**src/rtl/countdown_subtractor_pkg.sv**
```systemverilog
// rtl/countdown_subtractor_pkg.sv - shared width and FSM state encodings for the countdown counter
package countdown_subtractor_pkg;

    localparam int CNT_W = 4;

    typedef enum logic [1:0] {
        ST_IDLE = 2'd0,
        ST_RUN  = 2'd1,
        ST_DONE = 2'd2
    } state_t;

endpackage

```
**src/rtl/countdown_subtractor_fourbit.sv**
```systemverilog
// rtl/countdown_subtractor_fourbit.sv - 4-bit ripple subtractor, Bout=1 means A>=B (no borrow)
module fourbitSubtractor
    import countdown_subtractor_pkg::*;
(
    output logic [CNT_W-1:0] S,
    output logic             Bout,
    input  logic [CNT_W-1:0] A,
    input  logic [CNT_W-1:0] B,
    input  logic             Cin
);

    // A - B computed as A + ~B + Cin; the final carry is the inverted borrow
    logic [CNT_W:0]   w_carry;
    logic [CNT_W-1:0] w_b_inv;

    assign w_carry[0] = Cin;
    assign w_b_inv    = ~B;

    genvar gi;
    generate
        for (gi = 0; gi < CNT_W; gi++) begin : g_bit
            assign S[gi]         = A[gi] ^ w_b_inv[gi] ^ w_carry[gi];
            assign w_carry[gi+1] = (A[gi] & w_b_inv[gi]) | (w_carry[gi] & (A[gi] ^ w_b_inv[gi]));
        end
    endgenerate

    assign Bout = w_carry[CNT_W];

endmodule

```
**src/rtl/countdown_subtractor.sv**
```systemverilog
// rtl/countdown_subtractor.sv - loadable programmable-step down-counter with run/pause/done FSM
module countdown_subtractor
    import countdown_subtractor_pkg::*;
#(
    parameter int WRAP = 0
) (
    input  logic             clk,
    input  logic             rst,
    input  logic             load,
    input  logic [CNT_W-1:0] load_val,
    input  logic [CNT_W-1:0] step_val,
    input  logic             start,
    input  logic             pause,
    output logic [CNT_W-1:0] count,
    output logic             borrow,
    output logic             busy,
    output logic             done
);

    state_t           r_state;
    state_t           w_state_nxt;
    logic [CNT_W-1:0] r_count;
    logic [CNT_W-1:0] w_count_nxt;
    logic             r_borrow;
    logic             w_borrow_nxt;
    logic [CNT_W-1:0] w_diff;
    logic             w_no_borrow;

    fourbitSubtractor u_sub (
        .S    (w_diff),
        .Bout (w_no_borrow),
        .A    (r_count),
        .B    (step_val),
        .Cin  (1'b1)
    );

    always_ff @(posedge clk or posedge rst) begin
        if (rst) begin
            r_state  <= ST_IDLE;
            r_count  <= '0;
            r_borrow <= 1'b0;
        end else begin
            r_state  <= w_state_nxt;
            r_count  <= w_count_nxt;
            r_borrow <= w_borrow_nxt;
        end
    end

    always_comb begin
        w_state_nxt  = r_state;
        w_count_nxt  = r_count;
        w_borrow_nxt = r_borrow;
        if (load) begin
            w_count_nxt  = load_val;
            w_borrow_nxt = 1'b0;
            w_state_nxt  = ST_IDLE;
        end else begin
            case (r_state)
                ST_IDLE: begin
                    if (start) begin
                        w_borrow_nxt = 1'b0;
                        w_state_nxt  = (r_count != '0) ? ST_RUN : ST_DONE;
                    end
                end
                ST_RUN: begin
                    if (!pause) begin
                        if (w_no_borrow) begin
                            w_count_nxt = w_diff;
                            if (w_diff == '0) begin
                                w_state_nxt = ST_DONE;
                            end
                        end else if (WRAP != 0) begin
                            // the subtractor output is already the modulo-16 result
                            w_count_nxt  = w_diff;
                            w_borrow_nxt = 1'b1;
                        end else begin
                            w_count_nxt  = '0;
                            w_borrow_nxt = 1'b1;
                            w_state_nxt  = ST_DONE;
                        end
                    end
                end
                default: begin
                    w_state_nxt = ST_IDLE;
                end
            endcase
        end
    end

    assign count  = r_count;
    assign borrow = r_borrow;
    assign busy   = (r_state == ST_RUN);
    assign done   = (r_state == ST_DONE);

endmodule
```
**config.mk**
```make
export PLATFORM = sky130hd
export DESIGN_NAME = countdown_subtractor
export DESIGN_NICKNAME = d
export VERILOG_FILES = /design/src/rtl/countdown_subtractor_pkg.sv /design/src/rtl/countdown_subtractor_fourbit.sv /design/src/rtl/countdown_subtractor.sv
export SDC_FILE = /design/constraint.sdc
export NUM_CORES = 1
export LEC_CHECK = 0
export CAP_MARGIN = 20
export CORE_AREA = 5 5 42 44
export DETAILED_ROUTE_END_ITERATION = 7
export DIE_AREA = 0 0 47 49
export HOLD_SLACK_MARGIN = 0.1
export PLACE_DENSITY_LB_ADDON = 0.3
export RECOVER_POWER = 100
export SLEW_MARGIN = 20
export SYNTH_ARGS = -nofsm -noshare
export SYNTH_HDL_FRONTEND = slang
export SYNTH_SLANG_ARGS = --single-unit
```
**constraint.sdc**
```tcl
create_clock -name clk -period 3.3 [get_ports clk]
set_clock_uncertainty 0.05 [all_clocks]
set_input_delay 0.66 -clock clk [delete_from_list [all_inputs] [get_ports clk]]
set_output_delay 0.66 -clock clk [all_outputs]
set_load 0.1 [all_outputs]
```
# After elaboration in Yosys (flattened, before gate mapping)

Index checks and enable logic that the tools add are counted.

Eq/ne operators: 7
Mux-type cells: 16
Bitwise operators: 20
Reduce and logical (&&, ||, !) cells: 8

Operators with widths:

| cell                                                            | number |
|---|---|
| 4-bit two-way mux                                               | 4 |
| 2-bit two-way mux                                               | 6 |
| 3-bit inequality test, second input constant                    | 3 |
| 1-bit bitwise AND                                               | 7 |
| 1-bit XOR                                                       | 7 |
| 4-bit zero test                                                 | 1 |
| 1-bit two-way mux                                               | 4 |
| 4-bit inequality test, second input constant                    | 1 |
| 4-bit NOT                                                       | 1 |
| 1-bit bitwise OR                                                | 4 |
| 2-bit one-hot mux with 2 select lines                           | 1 |
| 4-bit AND reduction                                             | 1 |
| 4-bit nonzero test                                              | 1 |
| 3-bit AND reduction                                             | 1 |
| 3-bit nonzero test                                              | 1 |
| 2-bit by 1-bit == test with 1-bit output, second input constant | 1 |
| 2-bit == test, second input constant                            | 1 |
| 2-bit zero test                                                 | 1 |
| 2-bit inequality test, second input constant                    | 1 |
| 1-bit one-hot mux with 2 select lines                           | 1 |
| 2-bit AND reduction                                             | 1 |
| 2-bit nonzero test                                              | 1 |
| 1-bit NOT                                                       | 1 |

Register bits after elaboration: 7
Input bits: 13

# Depth between registers and ports, before layout

Gate-level depths: netlist of run 1.

Depth after elaboration: 14
Gate-level depth with buffers: 10

# Hierarchy

Synthesis of run 1 repeated with hierarchy kept, for this count alone.

Cell total of the unflattened synthesis: 60
Area, all modules: 564.3 um2

By module, submodules not included:

| module               | instances | cells an instance | area each (um2) | seq. area each (um2) |
|---|---|---|---|---|
| countdown_subtractor | 1         | 46                | 446.7           | 175.2 |
| fourbitSubtractor    | 1         | 14                | 117.6           | 0.0 |

# Worst setup path after synthesis of run 1

OpenSTA, ideal clock, no wires.

Path type: reg-to-reg
Start: register r_count[0], in the netlist count[0]
End: register r_state[0]
Arrival time: 3136 ps
Required time: 3128 ps
Slack: -8 ps
Cell stages (with the launch flop): 11
Path buffers: 0
Clock period less this slack: 3308 ps
Cell sequence: dfrtp_1 -> inv_1 -> ha_1 -> inv_1 -> fa_1 -> fa_1 -> inv_1 -> fa_1 -> nor4bb_1 -> or4_1 -> a32o_1

Word-level cells in the longest chain between the ends: 12
Elaborated cells between the ends (all ways): 23
Those cells by class: 1 x eq/ne; 6 x mux; 13 x bitwise; 3 x reduce/logical

Ends and longest elaborated chain:

| item                                           | RTL line                                                               | source |
|---|---|---|
| from (decl)                                    | countdown_subtractor.sv:22                                             | `logic [CNT_W-1:0] r_count;` |
| from (signal assigned)                         | countdown_subtractor.sv:44                                             | `r_count <= w_count_nxt;` |
| 1-bit bitwise AND or 1-bit XOR (tied branches) | countdown_subtractor_fourbit.sv:23, countdown_subtractor_fourbit.sv:22 |  |
| 1-bit bitwise OR                               | countdown_subtractor_fourbit.sv:23                                     | `assign w_carry[gi+1] = (A[gi] & w_b_inv[gi]) \| (w_carry[gi] & (A[gi] ^ w_b_inv[gi]));` |
| 1-bit bitwise AND                              | countdown_subtractor_fourbit.sv:23                                     |  |
| 1-bit bitwise OR                               | countdown_subtractor_fourbit.sv:23                                     |  |
| 1-bit bitwise AND                              | countdown_subtractor_fourbit.sv:23                                     |  |
| 1-bit bitwise OR                               | countdown_subtractor_fourbit.sv:23                                     |  |
| 1-bit bitwise AND                              | countdown_subtractor_fourbit.sv:23                                     |  |
| 1-bit bitwise OR                               | countdown_subtractor_fourbit.sv:23                                     |  |
| 2-bit two-way mux                              | countdown_subtractor.sv:67                                             | `if (w_no_borrow) begin` |
| 2-bit two-way mux                              | countdown_subtractor.sv:66                                             | `if (!pause) begin` |
| 2-bit one-hot mux with 2 select lines          | countdown_subtractor.sv:58                                             | `case (r_state)` |
| 2-bit two-way mux                              | countdown_subtractor.sv:53                                             | `if (load) begin` |
| to (signal assigned)                           | countdown_subtractor.sv:43                                             | `r_state <= w_state_nxt;` |
| to (decl)                                      | countdown_subtractor.sv:20                                             | `state_t r_state;` |

Parallel ways exist; a longest one is shown, timed or not. The select of a mux whose other input is x is not followed.
A chain may end at the register's enable or synchronous reset.

# Worst setup path after layout of run 1

Start: input step_val[1]
End: register r_state[0]

Word-level cells in the longest chain between the ends: 12
Elaborated cells between the ends (all ways): 19
Those cells by class: 1 x eq/ne; 4 x mux; 12 x bitwise; 2 x reduce/logical

Ends and longest elaborated chain:

| item                                  | RTL line                                                               | source |
|---|---|---|
| from (decl)                           | countdown_subtractor.sv:11                                             | `input logic [CNT_W-1:0] step_val,` |
| 4-bit NOT *                           | countdown_subtractor_fourbit.sv:17                                     | `assign w_b_inv = ~B;` |
| 1-bit XOR                             | countdown_subtractor_fourbit.sv:22, countdown_subtractor_fourbit.sv:23 |  |
| 1-bit bitwise AND                     | countdown_subtractor_fourbit.sv:23                                     |  |
| 1-bit bitwise OR                      | countdown_subtractor_fourbit.sv:23                                     |  |
| 1-bit bitwise AND                     | countdown_subtractor_fourbit.sv:23                                     |  |
| 1-bit bitwise OR                      | countdown_subtractor_fourbit.sv:23                                     |  |
| 1-bit bitwise AND                     | countdown_subtractor_fourbit.sv:23                                     |  |
| 1-bit bitwise OR                      | countdown_subtractor_fourbit.sv:23                                     |  |
| 2-bit two-way mux                     | countdown_subtractor.sv:67                                             |  |
| 2-bit two-way mux                     | countdown_subtractor.sv:66                                             |  |
| 2-bit one-hot mux with 2 select lines | countdown_subtractor.sv:58                                             |  |
| 2-bit two-way mux                     | countdown_subtractor.sv:53                                             |  |

Every way passes the cells marked *; elsewhere a longest branch is shown, timed or not. The select of a mux whose other input is x is not followed.

==> run_results.csv, run 1 <==
group,metric,value,unit
yosys,synth_simple_gate_area_share,25.24,%
final_layout,final_cell_mix,"10 x clkdlybuf4s50_1, 9 x clkbuf_1, 7 x inv_1",
clock_tree,clock_path_buffers,2,
die,die_h,49,um
routing,antenna_left,0,
final_layout,nNetsFinal,96,
critical_path,worst_setup_path_start_kind,"input pin",
global_routing,grt_pass1_vias,438,
min_path,hold_start,"borrow",
global_routing,antenna_found_initial,0,
clock_tree,clkTransAtPathRegs,0.05,ns
critical_path,crit_arrival,3.31,ns
routing,viasPerCell,4.968,
min_path,hold_class,"reg -> reg",
placed_design,dp_cells,90,
final_layout,nFillCells,151,
routing,drcViolationCount,0,
timing,slew_headroom,22.43,%
critical_path,setup.worst_path.start,"step_val[1]",
die,fp.dieArea,0.002303,mm2
routing,highest_layer,"met4",
timing,final-setup-viol-count,0,
clock_tree,h-tree-depth,1,
yosys,synth_flop_cell,"dfrtp_1",
pwr,leakage,0.0003259,uW
final_layout,fin_util,52.68,%
yosys,syn-cell-area,515.5,um2
final_layout,num_antenna_cells,0,
global_routing,grt.total_usage,11.02,%
timing,setup_tns,0,ns
global_routing,grt_overflow,0,
routing,wl_per_cell,12.24,um
critical_path,cp.required,3.39,ns
yosys,ys_ff_latch,7,
critical_path,end_kind,"register",
clock_tree,cts-root-buf,"clkbuf_4",
yosys,synth-compound-area-share,12.38,%
yosys,synth_cell_type_count,24,
yosys,yosys_warnings,0,
yosys,synth_mux_area_share,7.767,%
routing,wl_met1,481,um
timing,max_clock_freq,309.8,MHz
final_layout,layout_commonest_cell,"clkdlybuf4s50_1",
timing,tightest_slew,1.169,ns
clock_tree,insertion_delay,0.25,ns
yosys,synthArstFlopShare,100.0,%
global_routing,grt_max_degree,14,
routing,routed_wirelength,1.151,mm
clock_tree,clock_sinks,7,
critical_path,r2r_start,"count[0]",
run,cap_violations,0,
die,floorplan.initialDensity,36.79,%
yosys,synth_top_family_by_area,"simple AND/OR/NAND/NOR gates",
yosys,synth.avg_cell_area,9.373,um2
yosys,synthAdderAreaFrac,14.08,%
yosys,syn_inst,55,
yosys,synth_xor_area_share,0,%
routing,via_count,467,
die,rows,14,
die,die_w,47,um
die,io_pins,20,
final_layout,fin_cells,94,
critical_path,cp_max_fo,2,
timing,rsz0062_at_grt,"no",
pwr,powerDensity,550.7,mW/mm2
timing,period_share,97.81,%
final_layout,area_growth,43.20,%
timing,slew_viol_final,0,
yosys,synth_seq_area_share,33.98,%
global_routing,grt_pass1_wl,1.759,mm
routing,wl_met3,94,um
die,core-area,0.001401,mm2
routing,dr.pass1.iters,4,
yosys,synth_edf_count,0,
clock_tree,cts_tree,"done",
placed_design,numPortBuffers,19,
clock_tree,numCtsBuffers,3,
clock_tree,cts_setup_buffers,0,
timing,hold_viol,0,
placed_design,dpl.hpwl,912.3,um
placed_design,gp_congestion,0.7415,
final_layout,layout-drive-gt1-share,15.38,%
routing,met2WireLength,530,um
status,status,"complete, no violations",
pwr,ir_drop,0.2413,mV
critical_path,crit_type,"in -> reg",
routing,dr.first_iter.drc_count,2,
timing,period_needed,3.228,ns
yosys,synth_fp_nets,72,
clock_tree,ctsHoldBuffers,0,
sequential cells by signal (all words and copies together), names as in the netlist:
| name | flops |
|---|---|
| borrow | 1 |
| count | 4 |
| r_state | 2 |
power breakdown:
part	switching [uW]	total, uW	leakage (uW)	internal [uW]
Sequential	15.6	114	0.0000882	98.2
Clock	31.4	77.5	0.0000150	46.1
Combinational	145	215	0.000223	69.8
Total	192	406	0.000326	214
cell type report:
class                   instances  area [um2]  share of cell area [%]
inverters                       8       30.03                   4.068
well taps                      16       20.02                   2.712
flip-flops and latches          7       176.4                   23.90
multi-input cells              39       332.8                   45.08
clock buffers                   4       26.28                   3.559
repair buffers                 20       152.6                   20.68
cell usage after synthesis (2+ instances only):
cell type | instances | share of area (%)
a21oi_1 | 2 | 1.9
dfrtp_1 | 7 | 34
fa_1 | 3 | 12
inv_1 | 8 | 5.8
mux2i_1 | 4 | 7.8
nand2_1 | 4 | 2.9
nand2b_1 | 3 | 3.6
nor2_1 | 4 | 2.9
nor2b_1 | 2 | 2.4
o21ai_0 | 4 | 3.9
critical path: stages:
cell	delay [ns]
clkdlybuf4s50_1	0.45
inv_1	0.05
fa_2	0.34
fa_2	0.39
inv_2	0.06
fa_1	0.43
nor4bb_4	0.17
or4_4	0.53
a32o_1	0.24
metal layers:
| layer | global-route usage, % | up-vias |
|---|---|---|
| met5 | 0 | - |
| li1 | - | 233 |
| met3 | 3.321 | 5 |
| met1 | 13.15 | 214 |
| met2 | 15.16 | 15 |
| met4 | 9.677 | 0 |
final timing paths:
check | end | depth (start not counted) | slack (ns)
hold reg to reg | borrow | 1 | 0.44
min in group asynchronous | count[1] | 2 | 0.72
setup reg to reg | r_state[0] | 10 | 0.24
hold / removal | borrow | 1 | 0.44
max in group asynchronous | count[0] | 2 | 2.25
setup / recovery | r_state[0] | 9 | 0.07
metrics by stage:
step	hold WS [ns]	worst slack, ns	power (uW)	instance area, um2
2_1_floorplan	0.4133	0.1006	271.3	516.7
3_3_place_gp	0.4313	-0.2761	324.4	713.2
3_5_place_dp	0.4365	-0.3334	326.0	713.2
4_1_cts	0.4488	0.01360	409.1	739.5
5_1_grt	0.4622	0.01475	432.8	738.2
6_report	0.4365	0.07211	406.5	738.2
kinds of logic after synthesis:
logic type               Yosys count
AND/OR/NAND/NOR                   21
AO/OA/AOI/OAI                     10
buffers and inverters              9
flip-flops                         7
multiplexers                       4
adder cells (fa/ha/maj)            4
repair_timing:
item | CTS | global route
pin swaps | 1 | 6
endpoints found under the setup margin | 1 | 1
gates resized for setup | 0 | 8
Note: power is estimated with default switching activity, not from simulation.
==> run 2: changes to the inputs <==
CORE_AREA = 10 10 47 49   (was 5 5 42 44)
DIE_AREA = 0 0 57 59   (was 0 0 47 49)
==> run 2 against run 1 <==
Net effect: sequential power about the same; via count decreased by 4.1%; maximum frequency barely moved; hold slack improved by 0.00055 ns; final area rose by 1.5%; sequential share of layout area shrank 0.36 points; flip-flop and latch count is the same; largest power group unchanged; highest routed layer unchanged.
==> run_results.csv, run 2 (same netlist as run 1, synthesis figures left out) <==
group,metric,value,unit
status,status,"complete, no violations",
timing,layout_setup_ws,0.07217,ns
clock_tree,clock_path_buffers,2,
critical_path,crit_type,"in -> reg",
die,die_w,57,um
critical_path,end_kind,"register",
global_routing,grt.total_usage,6.490,%
timing,tightest_slew,1.173,ns
pwr,pwr-share-clk,17.8,%
global_routing,grt_max_degree,14,
final_layout,largest_reg_flops,4,
clock_tree,h-tree-depth,1,
routing,dr.first_iter.drc_count,3,
critical_path,crit_arrival,3.30,ns
critical_path,worst_setup_path_start_kind,"input pin",
clock_tree,clkTransAtPathRegs,0.05,ns
global_routing,antenna_found_initial,0,
routing,drcViolationCount,0,
routing,routed_wirelength,1.147,mm
pwr,ir_drop,0.2628,mV
timing,hold_viol,0,
min_path,hold_class,"reg -> reg",
die,die_h,59,um
global_routing,grtUsageMet3,1.931,%
clock_tree,cts-root-buf,"clkbuf_4",
routing,antenna_left,0,
global_routing,use_met1,6.917,%
timing,setup_tns,0,ns
run,cap_violations,0,
routing,wl_per_cell,11.95,um
routing,via_count,448,
final_layout,nNetsFinal,98,
final_layout,layout-drive-gt1-share,18.75,%
timing,slew_viol_final,0,
clock_tree,ctsHoldBuffers,0,
final_layout,area_growth,45.39,%
timing,rsz0062_at_grt,"no",
placed_design,post-place-ws,-0.3609,ns
global_routing,grt_overflow,0,
final_layout,layout_commonest_cell,"clkdlybuf4s50_1",
placed_design,dpl.hpwl,983.6,um
global_routing,use_met2,11.01,%
pwr,leakage,0.0003278,uW
routing,dr.pass1.iters,2,
placed_design,gp_congestion,0.7197,
die,fp.dieArea,0.003363,mm2
timing,period_share,97.81,%
timing,final-setup-viol-count,0,
clock_tree,clock_sinks,7,
timing,slew_headroom,22.12,%
final_layout,final_cell_mix,"10 x clkdlybuf4s50_1, 9 x clkbuf_1, 6 x inv_1, 6 x dfrtp_1",
pwr,p_sw,188.1,uW
timing,period_needed,3.228,ns
pwr,pwr-share-seq,27.8,%
final_layout,nFillCells,157,
pwr,swShare,46.11,%
routing,viasPerCell,4.667,
pwr,p_comb_share,54.4,%
global_routing,grt_pass1_wl,1.814,mm
placed_design,numPortBuffers,19,
critical_path,cp.required,3.38,ns
critical_path,cp_max_fo,2,
clock_tree,cts_tree,"done",
global_routing,top_usage_layer,"met2",
die,io_pins,20,
timing,hold_ws,0.4371,ns
clock_tree,numCtsBuffers,3,
pwr,powerDensity,544.3,mW/mm2
clock_tree,insertion_delay,0.24,ns
pwr,power.internal,219.8,uW
die,core-area,0.001401,mm2
timing,max_clock_freq,309.8,MHz
final_layout,num_antenna_cells,0,
global_routing,grt_pass1_vias,451,
die,rows,14,
die,floorplan.initialDensity,36.79,%
## run 2: cell count changes in the layout (fill, tap and decap cells not counted), sizes merged
cell | before | now
dlygate4sd2 | 0 | 1
buf | 0 | 1
dlymetal6s2s | 1 | 0
clkbuf | 12 | 13
## run 2: layout make-up
type	instances	area [um2]	area share [%]
Tap cell	16	20.02	2.671
Multi-Input combinational cell	39	332.8	44.41
Sequential cell	7	176.4	23.54
Timing Repair Buffer	22	163.9	21.87
Clock buffer	4	26.28	3.506
Inverter	8	30.03	4.007
## run 2: critical path: stages
cell	delay (ns)
clkdlybuf4s50_1	0.45
inv_1	0.04
fa_2	0.34
fa_2	0.39
inv_2	0.06
fa_1	0.42
nor4bb_4	0.17
or4_4	0.53
a32o_1	0.23
## run 2: metrics by stage
stage          total power [uW]  instance area [um2]  util, %  cells
2_1_floorplan             271.3                516.7        -     55
3_3_place_gp              325.0                713.2    50.89     90
3_5_place_dp              326.1                713.2    50.89     90
4_1_cts                   425.3                775.7    55.36     96
5_1_grt                   434.4                749.5    53.48     96
6_report                  407.9                749.5    53.48     96
## run 2: power groups by stage
stage	registers (uW)	logic, uW	clock network (uW)
6_report	113	222	72.6
5_1_grt	116	238	79.9
4_1_cts	114	235	76.1
3_5_place_dp	115	211	0
3_3_place_gp	115	210	0
2_1_floorplan	168	103	0
## run 2: layer usage
| metal | up-vias | part of all wire (%) |
|---|---|---|
| met5 | - | 0 |
| met4 | 0 | 0.61 |
| met3 | 2 | 4.7 |
| met2 | 7 | 52 |
| met1 | 203 | 42 |
| li1 | 236 | - |
## run 2: worst paths after layout
path / from / endpoint / slack, ns / cells after the start
worst min register to register: borrow / borrow / 0.44 / 1
worst max register to register: count[0] / r_state[0] / 0.25 / 10
min in group asynchronous: rst / count[3] / 0.73 / 2
worst max-delay path: step_val[1] / r_state[0] / 0.07 / 9
worst min-delay path: borrow / borrow / 0.44 / 1
max in group asynchronous: rst / count[0] / 2.26 / 2
## run 2: timing repair
item                                    in CTS  in global routing
pin swaps                                    7                  0
endpoints found under the setup margin       2                  1
gates resized for setup                      8                  1
setup buffers                                2                  0
==> run 3: changes to the inputs <==
CORE_AREA = default   (was 10 10 47 49)
CORE_MARGIN = 10   (was default)
CORE_UTILIZATION = 39   (was default)
CTS_BUF_LIST = sky130_fd_sc_hd__clkbuf_8   (was default)
DIE_AREA = default   (was 0 0 57 59)
clock period = 2.8 ns   (was 3.3 ns; I/O delays follow)
==> run 3 against run 2 <==
Net effect: the flow now finishes with violations (setup timing); final area increased by 4.7%; non-clock buffer count unchanged; count of clock-buffer cells in the layout decreased by 1; register-to-register slack got worse by 0.34 ns; combinational power increased by 19%; largest power group unchanged.
==> run_results.csv, run 3 (same netlist as run 1, synthesis figures left out) <==
group,metric,value,unit
status,status,"finished, violations left",
status,violations,"setup timing",
clock_tree,h-tree-depth,1,
routing,via_count,454,
final_layout,area_growth,52.18,%
timing,final-setup-viol-count,2,
critical_path,cp.required,2.86,ns
die,die_w,56.36,um
routing,dr.pass1.iters,4,
critical_path,crit_arrival,2.95,ns
timing,period_needed,2.890,ns
critical_path,end_kind,"register",
timing,setup_tns,-0.1280,ns
final_layout,regArea,180.2,um2
timing,layout_setup_ws,-0.08988,ns
final_layout,layout-drive-gt1-share,23.75,%
global_routing,grt_max_degree,14,
timing,rsz0062_at_grt,"yes",
clock_tree,clock_path_buffers,2,
routing,dr.first_iter.drc_count,7,
global_routing,grt_overflow,0,
final_layout,num_antenna_cells,0,
pwr,powerDensity,683.8,mW/mm2
placed_design,dpl.hpwl,1.054,mm
final_layout,layout_commonest_cell,"clkdlybuf4s50_1",
clock_tree,numCtsBuffers,3,
timing,max_clock_freq,346.0,MHz
placed_design,gp_congestion,0.6971,
routing,antenna_left,0,
timing,tightest_slew,1.183,ns
critical_path,worst_setup_path_start_kind,"register",
die,fp.dieArea,0.003176,mm2
global_routing,antenna_found_initial,0,
final_layout,nFillCells,121,
run,cap_violations,0,
timing,period_share,103.2,%
clock_tree,cts_tree,"done",
final_layout,nNetsFinal,98,
clock_tree,clock_sinks,7,
placed_design,numPortBuffers,19,
die,core-area,0.001269,mm2
critical_path,crit_type,"reg -> reg",
pwr,ir_drop,0.3363,mV
routing,wl_per_cell,13.54,um
clock_tree,clkTransAtPathRegs,0.04,ns
die,floorplan.initialDensity,40.63,%
global_routing,grt_pass1_wl,2.173,mm
routing,routed_wirelength,1.286,mm
critical_path,cp_max_fo,2,
timing,slew_headroom,21.48,%
final_layout,final_cell_mix,"9 x clkdlybuf4s50_1, 8 x clkbuf_1, 5 x dfrtp_1",
final_layout,multi_input_area,342.8,um2
die,io_pins,20,
global_routing,grt.total_usage,8.269,%
clock_tree,ctsHoldBuffers,0,
min_path,hold_class,"reg -> reg",
timing,hold_viol,0,
pwr,leakage,0.0003377,uW
min_path,min_path_cells,1,
global_routing,grt_pass1_vias,485,
clock_tree,cts-root-buf,"clkbuf_8",
routing,viasPerCell,4.779,
die,rows,13,
clock_tree,insertion_delay,0.22,ns
final_layout,largest_reg_flops,4,
timing,slew_viol_final,0,
placed_design,post-place-ws,-0.6861,ns
critical_path,r2r_cells,10,
routing,drcViolationCount,0,
die,die_h,56.36,um
[run 3: final cells by class]
type | count | area share, %
clock buffer | 3 | 5.263
clock inverter | 1 | 0.6380
sequential | 7 | 22.97
multi-input combinational | 39 | 43.70
timing repair buffer | 22 | 20.89
inverter | 8 | 4.147
tap | 15 | 2.392
[run 3: final timing paths]
kind                            startpoint    endpoint  slack, ns
worst max-delay path              count[0]  r_state[0]      -0.09
worst min-delay path                borrow      borrow       0.44
worst max register to register    count[0]  r_state[0]      -0.09
worst min register to register      borrow      borrow       0.44
max in group asynchronous              rst    count[0]       1.82
min in group asynchronous              rst      borrow       0.65
[run 3: timing repair]
item | 4_1_cts | 5_1_grt
endpoints found under the setup margin | 2 | 2
pin swaps | 7 | 4
setup buffers | 0 | 0
gates resized for setup | 9 | 1
[run 3: layer usage]
layer	vias to the layer above	track usage, %	part of all wire [%]
met3	2	1.798	3.0
li1	236	-	-
met5	-	0	0
met1	207	9.873	45
met4	0	4.124	0.47
met2	9	13.47	51
[run 3: report_power, final]
part | leakage, uW | switching, uW | total (uW) | internal (uW)
logic | 0.000225 | 176 | 265 | 88.2
clock network | 0.0000255 | 40.7 | 137 | 96.0
registers | 0.0000870 | 18.0 | 135 | 117
[run 3: metrics by stage]
step / cells / util, % / total power [uW] / hold WS (ns) / area, um2
5_1_grt: 95 / 61.83 / 569.3 / 0.4627 / 784.5
2_1_floorplan: 55 / - / 329.0 / 0.3134 / 531.8
3_5_place_dp: 91 / 58.48 / 400.8 / 0.4369 / 742.0
4_1_cts: 95 / 63.91 / 557.1 / 0.4459 / 810.8
3_3_place_gp: 91 / 58.48 / 398.1 / 0.4283 / 742.0
6_report: 95 / 61.83 / 536.5 / 0.4410 / 784.5
[run 3: worst max-delay path, cell delays in order, from the launching register on]
cell and delay (ns):
dfrtp_4 0.48, inv_4 0.07, ha_4 0.12, inv_2 0.04, fa_2 0.38, fa_2 0.34, inv_2 0.06, fa_1 0.42
nor4bb_4 0.17, or4_4 0.42, a32o_1 0.23
